File: src/rtl/noc_pkg.sv
// Shared definitions for the mesh router input buffer: flit field layout,
// flit type encodings, port indices and the input-buffer FSM state type.
package noc_pkg;

  localparam logic [1:0] FLIT_HDR    = 2'b10;
  localparam logic [1:0] FLIT_BODY   = 2'b00;
  localparam logic [1:0] FLIT_TAIL   = 2'b01;
  localparam logic [1:0] FLIT_SINGLE = 2'b11;

  localparam int TYPE_MSB = 7;
  localparam int TYPE_LSB = 6;
  localparam int DX_MSB   = 3;
  localparam int DX_LSB   = 2;
  localparam int DY_MSB   = 1;
  localparam int DY_LSB   = 0;

  localparam int L = 1;
  localparam int E = 2;
  localparam int N = 3;
  localparam int W = 4;
  localparam int S = 5;

  typedef enum logic [1:0] {
    IDLE   = 2'd0,
    ACTIVE = 2'd1,
    DROP   = 2'd2
  } state_t;

endpackage

File: src/rtl/noc_flit_fifo.sv
// Plain synchronous flit FIFO with asynchronous reset on pointers and count.
// Storage is not reset; occupancy alone defines which entries are valid.
module noc_flit_fifo
  import noc_pkg::*;
#(
  parameter int DEPTH  = 4,
  parameter int FLIT_W = 8,
  localparam int PTR_W = $clog2(DEPTH),
  localparam int CNT_W = PTR_W + 1
) (
  input  logic              clk,
  input  logic              rst,
  input  logic              push,
  input  logic [FLIT_W-1:0] push_data,
  input  logic              pop,
  output logic [FLIT_W-1:0] head,
  output logic [CNT_W-1:0]  count,
  output logic              full,
  output logic              empty
);

  logic [FLIT_W-1:0] mem [DEPTH];
  logic [PTR_W-1:0]  wr_ptr;
  logic [PTR_W-1:0]  rd_ptr;
  logic              do_push;
  logic              do_pop;

  // Full/empty come from the registered count, so a push while full is
  // refused even when a pop happens in the same cycle.
  assign full    = (count == CNT_W'(DEPTH));
  assign empty   = (count == '0);
  assign do_push = push && !full;
  assign do_pop  = pop && !empty;
  assign head    = mem[rd_ptr];

  always_ff @(posedge clk) begin
    if (do_push) mem[wr_ptr] <= push_data;
  end

  // Power-of-two depth lets the pointers wrap naturally.
  always_ff @(posedge clk or posedge rst) begin
    if (rst) begin
      wr_ptr <= '0;
      rd_ptr <= '0;
      count  <= '0;
    end else begin
      if (do_push) wr_ptr <= wr_ptr + PTR_W'(1);
      if (do_pop)  rd_ptr <= rd_ptr + PTR_W'(1);
      count <= count + CNT_W'(do_push) - CNT_W'(do_pop);
    end
  end

endmodule

File: src/rtl/noc_input_buffer.sv
// Wormhole input buffer: FIFO + route latch + allocator request/drain FSM.
// Optional NOC_CREDIT_OUT_EN adds a credit_out pulse on every pop.
module noc_input_buffer
  import noc_pkg::*;
#(
  parameter int DEPTH  = 4,
  parameter int FLIT_W = 8
) (
  input  logic              clk,
  input  logic              rst,
  input  logic [FLIT_W-1:0] flit_in,
  input  logic              flit_in_valid,
  output logic              buf_full,
  output logic [FLIT_W-1:0] hdr_out,
  input  logic [4:0]        route_in,
  output logic [4:0]        req_out,
  input  logic              grant_in,
  output logic [FLIT_W-1:0] flit_out,
  output logic              flit_out_valid,
  output logic              drop_pulse
`ifdef NOC_CREDIT_OUT_EN
  ,
  output logic              credit_out
`endif
);

  localparam int CNT_W = $clog2(DEPTH) + 1;

  state_t            state;
  state_t            state_d;
  logic [4:0]        route_reg;
  logic [4:0]        route_d;
  logic              pop;
  logic [FLIT_W-1:0] head;
  logic [CNT_W-1:0]  count;
  logic              full;
  logic              empty;
  logic              has_flit;
  logic [1:0]        head_type;
  logic              head_is_hdr;
  logic              head_ends_pkt;

  noc_flit_fifo #(
    .DEPTH  (DEPTH),
    .FLIT_W (FLIT_W)
  ) u_fifo (
    .clk       (clk),
    .rst       (rst),
    .push      (flit_in_valid),
    .push_data (flit_in),
    .pop       (pop),
    .head      (head),
    .count     (count),
    .full      (full),
    .empty     (empty)
  );

  assign has_flit      = (count != '0);
  assign head_type     = head[TYPE_MSB:TYPE_LSB];
  assign head_is_hdr   = (head_type == FLIT_HDR) || (head_type == FLIT_SINGLE);
  assign head_ends_pkt = (head_type == FLIT_TAIL) || (head_type == FLIT_SINGLE);

  assign buf_full = full;
  assign hdr_out  = empty ? '0 : head;
  assign flit_out = flit_out_valid ? head : '0;

`ifdef NOC_CREDIT_OUT_EN
  assign credit_out = pop;
`endif

  always_ff @(posedge clk or posedge rst) begin
    if (rst) begin
      state     <= IDLE;
      route_reg <= '0;
    end else begin
      state     <= state_d;
      route_reg <= route_d;
    end
  end

  always_comb begin
    state_d        = state;
    route_d        = route_reg;
    pop            = 1'b0;
    req_out        = '0;
    flit_out_valid = 1'b0;
    drop_pulse     = 1'b0;
    case (state)
      IDLE: begin
        if (has_flit) begin
          if (head_is_hdr) begin
            // A multi-hot route is not a decision yet; wait for route compute.
            if ($onehot(route_in)) begin
              route_d = route_in;
              state_d = ACTIVE;
            end else if (route_in == '0) begin
              pop        = 1'b1;
              drop_pulse = 1'b1;
              if (head_type == FLIT_HDR) state_d = DROP;
            end
          end else begin
            pop        = 1'b1;
            drop_pulse = 1'b1;
          end
        end
      end
      ACTIVE: begin
        if (has_flit) begin
          req_out = route_reg;
          if (grant_in) begin
            pop            = 1'b1;
            flit_out_valid = 1'b1;
            if (head_ends_pkt) begin
              route_d = '0;
              state_d = IDLE;
            end
          end
        end
      end
      DROP: begin
        if (has_flit) begin
          pop        = 1'b1;
          drop_pulse = 1'b1;
          if (head_type == FLIT_TAIL) state_d = IDLE;
        end
      end
      default: state_d = IDLE;
    endcase
  end

endmodule

File: config.mk
export PLATFORM = sky130hd
export DESIGN_NAME = noc_input_buffer
export DESIGN_NICKNAME = d
export VERILOG_FILES = /design/src/rtl/noc_pkg.sv /design/src/rtl/noc_flit_fifo.sv /design/src/rtl/noc_input_buffer.sv
export SDC_FILE = /design/constraint.sdc
export NUM_CORES = 1
export LEC_CHECK = 0
export CORE_ASPECT_RATIO = 2
export CORE_MARGIN = 5
export CORE_UTILIZATION = 45
export CTS_BUF_LIST = sky130_fd_sc_hd__clkbuf_4
export CTS_CLUSTER_SIZE = 28
export DETAILED_ROUTE_END_ITERATION = 12
export PLACE_DENSITY = 0.77
export REMOVE_ABC_BUFFERS = 1
export SLEW_MARGIN = 20
export SYNTH_ARGS = -nofsm -noshare
export SYNTH_HDL_FRONTEND = slang
export SYNTH_SLANG_ARGS = --single-unit
File: constraint.sdc
create_clock -name clk -period 9.6 [get_ports clk]
set_input_delay 2.4 -clock clk [delete_from_list [all_inputs] [get_ports clk]]
set_output_delay 2.4 -clock clk [all_outputs]
set_load 0.05 [all_outputs]
* Word level (Yosys, flattened, before mapping)
Memory sizes are Yosys's and may differ from the RTL's.
Index checks and enable logic that the tools add are counted.
** Cells by class
- $add $sub $neg :: 8
- Equal/unequal tests :: 17
- Muxes and demuxes :: 34
- Reductions and logical operators :: 13
** Operators with widths (number)
- two-way mux 5 bit :: 8
- two-way mux 2 bit :: 10
- two-way mux 8 bit :: 2
- inequality test 2 bit, second input constant :: 8
- two-way mux 1 bit :: 10
- case mux 5 bit (2 select lines) :: 1
- AND reduction 9 bit :: 1
- AND reduction 7 bit :: 1
- adder 3 x 1 -> 3 bit :: 2
- equality test 2 bit, second input constant :: 3
- inequality test 3 bit, second input constant :: 2
- case mux 2 bit (3 select lines) :: 1
- logical NOT 5 bit :: 1
- adder 1 x 1 -> 2 bit :: 2
- adder 2 x 1 -> 2 bit, second input constant :: 2
- equality test 2 x 1 -> 1 bit, second input constant :: 2
- adder 2 x 2 -> 3 bit :: 1
- equality test 3 x 1 -> 1 bit, second input constant :: 1
- equality test 3 bit, second input constant :: 1
- logical NOT 3 bit :: 1
- case mux 1 bit (3 select lines) :: 1
- nonzero test 3 bit :: 1
- subtractor 3 x 1 -> 3 bit :: 1
- logical AND 1 bit :: 2
- 5 further kinds :: 7
** Word-level totals
- Bits in registers :: 14
- Bits in writable memories :: 32
- Input port bits :: 17
- Output and inout bits :: 24
- Word-level logic and storage cells :: 78
- Memories kept :: 1
** Memory list
- u_fifo.mem :: depth 4, bits a word 8, read ports 1, clocked after memory_dff 0, wr ports 1, RTL line noc_flit_fifo.sv:22 : logic [FLIT_W-1:0] mem [DEPTH];

* Longest topological paths before layout
- Depth after elaboration :: 10
- Gate-level depth with buffers :: 15
- Mapped depth without buffers :: 15

* Cells and area by module
Synthesis repeated with hierarchy kept, for this count alone.
** Unflattened totals
- Cells, all modules :: 163
- Area total of the unflattened synthesis :: 2287.2 sq um
** By module, submodules not included
- noc_flit_fifo :: instances 1, cells an instance 84, area an instance 1626.6 sq um, sequential area each 1136.1 sq um
- noc_input_buffer :: instances 1, cells an instance 79, area an instance 660.6 sq um, sequential area each 175.2 sq um

* Worst setup path before layout
No wires, ideal clock.
- Path kind :: input to output
- Start point :: input port route_in[0]
- End point :: output port drop_pulse
- Arrival time :: 4.537 ns
- Data required time :: 7.200 ns
- Path slack :: 2.663 ns
- Stages on the path :: 8
- Buffers on the path :: 0
- Path through :: inv_1 -> fa_1 -> inv_1 -> fa_1 -> ha_1 -> nor3b_2 -> o211ai_1 -> and2_1
** Between the ends
- Cells in the longest elaborated chain, start to end :: 8
- Elaborated cells on any way between the ends :: 10
- Classes of those cells :: 3 x add/sub; 1 x eq/ne; 5 x mux; 1 x reduce/logical
** Ends and longest elaborated chain
- start, declared :: RTL line noc_input_buffer.sv:15 : input logic [4:0] route_in,
- adder 1 x 1 -> 2 bit (not written as such) :: RTL line noc_input_buffer.sv:93 : if ($onehot(route_in)) begin
- adder 2 x 2 -> 3 bit (not written as such) :: RTL line noc_input_buffer.sv:93
- adder 3 x 1 -> 3 bit (not written as such) :: RTL line noc_input_buffer.sv:93
- equality test 3 x 1 -> 1 bit :: RTL line noc_input_buffer.sv:93
- two-way mux 1 bit * :: RTL line noc_input_buffer.sv:93
- two-way mux 1 bit * :: RTL line noc_input_buffer.sv:91 : if (head_is_hdr) begin
- two-way mux 1 bit * :: RTL line noc_input_buffer.sv:90 : if (has_flit) begin
- case mux 1 bit (2 select lines) * :: RTL line noc_input_buffer.sv:88 : case (state)
- end, declared :: RTL line noc_input_buffer.sv:20 : output logic drop_pulse
Mark *: on every way between the ends. The rest lies on a longest branch, timed or not.

* Final worst setup path
Ends and elaborated chain as after synthesis.

==> results.md <==
- Status: finished, final reports clean
- Largest net degree at the start of global routing: 16
- Power Dens Cells: approximately 330 mW/mm^2
- Number of primary I/O pins: 41
- Lkg Pwr: 1.03 nW
- DRT Wirelength: 4140 um
- WHS Path Cells: 2
- Routability Congestion: roughly 0.83
- Sequential fraction of the synthesis area: 59.2%
- Maximum VDD drop: 0.000167 V
- Actual slew at the worst max-slew pin: 0.603 ns
- CP Class: primary input to primary output
- I/O Buffers: 40
- Avg Synthesized Cell Area: 14.3 sq um
- Overall power: 0.909 mW
- RSZ-0062 raised after global routing: no
- Cells after Synth: 155
- Die Y: roughly 110 um
- Fin. Hold Viols: 0
- Post-synth EDFFs: 32
- CP Cell Sequence: clkdlybuf4s50_1 -> inv_1 -> fa_1 -> inv_1 -> fa_1 -> ha_1 -> nor3b_2 -> o211ai_1 -> and2_1 -> clkdlybuf4s50_1
- GRT Util Overall: between 10% and 20%
- Cell count after placement: 245
- Total of flip-flops plus latches after synthesis: 46
- Die footprint: 0.00651 sq mm
- Starting Density: a little under half
- DRT iter0 DRCs: between 50 and 60
- TritonCTS clock tree: done
- Total grt overflow: 0
- WP data required: 7.20 ns
- Final setup viols: 0
- Post-route setup TNS: 0 ns
- Async SR Flop Fraction: 30.4%
- Hold Crit Class: flip-flop to flip-flop
- Commonest non-fill, non-tap cell in the layout: clkdlybuf4s50_1
- Cell depth of the worst flop-to-flop path: 10
- Cts hold-fix bufs: 0
- Rel. slew slack: 59.8%
- Adder-Cell Fraction of Synth Area: 7.24%
- Min-delay src: route_reg[2]$_DFFE_PP0P_
- Main flop type after synthesis: edfxtp_1
- Slew Limit Fails: 0
- R2r setup slk: approximately 6.6 ns
- R2R Path Start: u_fifo.rd_ptr[0]$_DFFE_PP0P_
- Share of cells above drive strength 1: around an eighth
- Placed Instance Area: 0.00264 sq mm
- Crit share post-route: ~85%
- Multiplexer area fraction after synthesis: 8.14%
- Post-DP HPWL: 3250 um
- Post-Layout Cell Count: roughly 250
- First-pass GRT wire length: 6760 um
- Post-CTS sizing: 0
- Largest family of logic cells by synthesized area: simple AND/OR/NAND/NOR gates
- Crit-path max cell delay: 0.70 ns
- Via density: 5.14
- Area Overhead vs Synth: 23.0%
- Compound-Gate Fraction of Synth Area: 4.58%
- YS warnings: 0
- Final core occ: 56.5%
- 1st-pass router iterations: 4
- Synth Area in Simple Gates: 13.7%
- CP Max Fanout: 8
- H-tree depth: 2
- CTS root buf: clkbuf_4
- Layout Skew: 0.00749 ns
- Vias in the first global route: between 1000 and 1500
- Post-route DRC: 0
- DRT antenna net count: 0
- Initial antenna violation count: 0
- Rows: 36
- Fill count: roughly 390
- Final Net Count: approximately 220
- Die width: 59.6 um
- Slowest CP cell: clkdlybuf4s50_1
- Clk sink count: 46
- Core area: 0.00482 sq mm
- CP endpoint kind: primary output
- Most frequent cells in the layout: 40 x clkdlybuf4s50_1, 32 x edfxtp_1, 21 x and2_1
- Number of max-cap violations: 0
- Fin area: 0.00272 sq mm
- Critical R2R Capture: u_fifo.count[2]$_DFF_PP0_
- Detailed-route wire length per cell: roughly 16 um
- Post-Synth XOR/XNOR Area: around 2%
- Worst hold endpoint: route_reg[2]$_DFFE_PP0P_
- Post-CTS Setup Bufs: 0
- Crit start category: primary input
- Critical path data arrival time: 5.76 ns
- Post-synth cell types: 33
- Worst skew pair latency: 0.36 ns
- Via count: between 1000 and 1500
- Netlist Area Pre-Place: between 0.002 and 0.0025 sq mm
- N_diodes: 0
- Clock tree buffer depth: 2
- Final min period: 8.16 ns
- Fmax: 123 MHz
- Max FFs per register: 32
- Clock slew seen by the registers of the worst setup and hold paths: 0.14 ns
- CTS Buf Count: 5
-- cell usage after synthesis (all sizes together) (2+ instances only) --
cell type,instances,area share [%]
o31ai,6,3.2
nand3,5,1.1
nor3b,3,1.2
mux4,8,8.1
nand2,3,0.51
ha,8,4.5
nor2,2,0.34
and2,22,6.3
nor2b,2,0.57
buf,5,1.7
clkbuf,2,0.34
fa,3,2.7
edfxtp,32,43
inv,18,3.1
dfrtp,14,16
nor3,7,1.8
xnor2,4,1.6
-- worst max-delay path: cells and delay by family --
kind            cells  cell delay, ns
buf+inv             4            1.31
fa+ha+maj           3            1.18
simple gates        2            0.66
compound gates      1            0.21
-- where the power goes --
group	switching (mW)	total, mW	leakage, nW	internal (mW)
clock	0.0637	0.119	0.0456	0.0554
combinational	0.289	0.479	0.515	0.189
sequential	0.0417	0.311	0.466	0.270
-- cell type report --
cell class	count	area (sq um)	share of cell area, %
Sequential cell	46	1310	48.2
Multi-Input combinational cell	84	790	29.0
Timing Repair Buffer	40	400	14.7
Tap cell	57	71.3	2.62
Inverter	18	67.6	2.48
Clock inverter	3	43.8	1.61
Clock buffer	5	37.5	1.38
-- how the worst max path moves through the flow --
stage	from	endpoint	slack [ns]	cells past startpoint
global placement	route_in[0]	drop_pulse	1.53	10
floorplan	route_in[0]	drop_pulse	2.66	8
global route	route_in[0]	drop_pulse	1.28	10
CTS	route_in[0]	drop_pulse	1.43	10
detailed placement	route_in[0]	drop_pulse	1.46	10
finish	route_in[0]	drop_pulse	1.44	10
-- routing by layer --
metal	part of all wire, %	up-vias	GRT usage [%]
met5	0	-	0
met4	3.6	0	8.40
met3	3.7	9	3.08
met2	56	32	25.6
met1	37	636	14.8
li1	-	623	-
-- through the flow --
| step | setup WS (ns) | hold slack, ns |
|---|---|---|
| final | 1.44 | 0.557 |
| after detailed placement | 1.46 | 0.538 |
| after global routing | 1.28 | 0.584 |
| after CTS | 1.43 | 0.563 |
| after floorplan | 2.66 | 0.489 |
| after global placement | 1.53 | 0.526 |
-- cell families after synthesis --
logic type | count (synthesis)
xor gates and xnor gates | 5
adders and majority gates | 11
AOI/OAI and AO/OA | 11
DFF | 46
and+or+nand+nor | 49
buffers and inverters | 25
muxes | 8
Power figures use the tool's default switching activity.
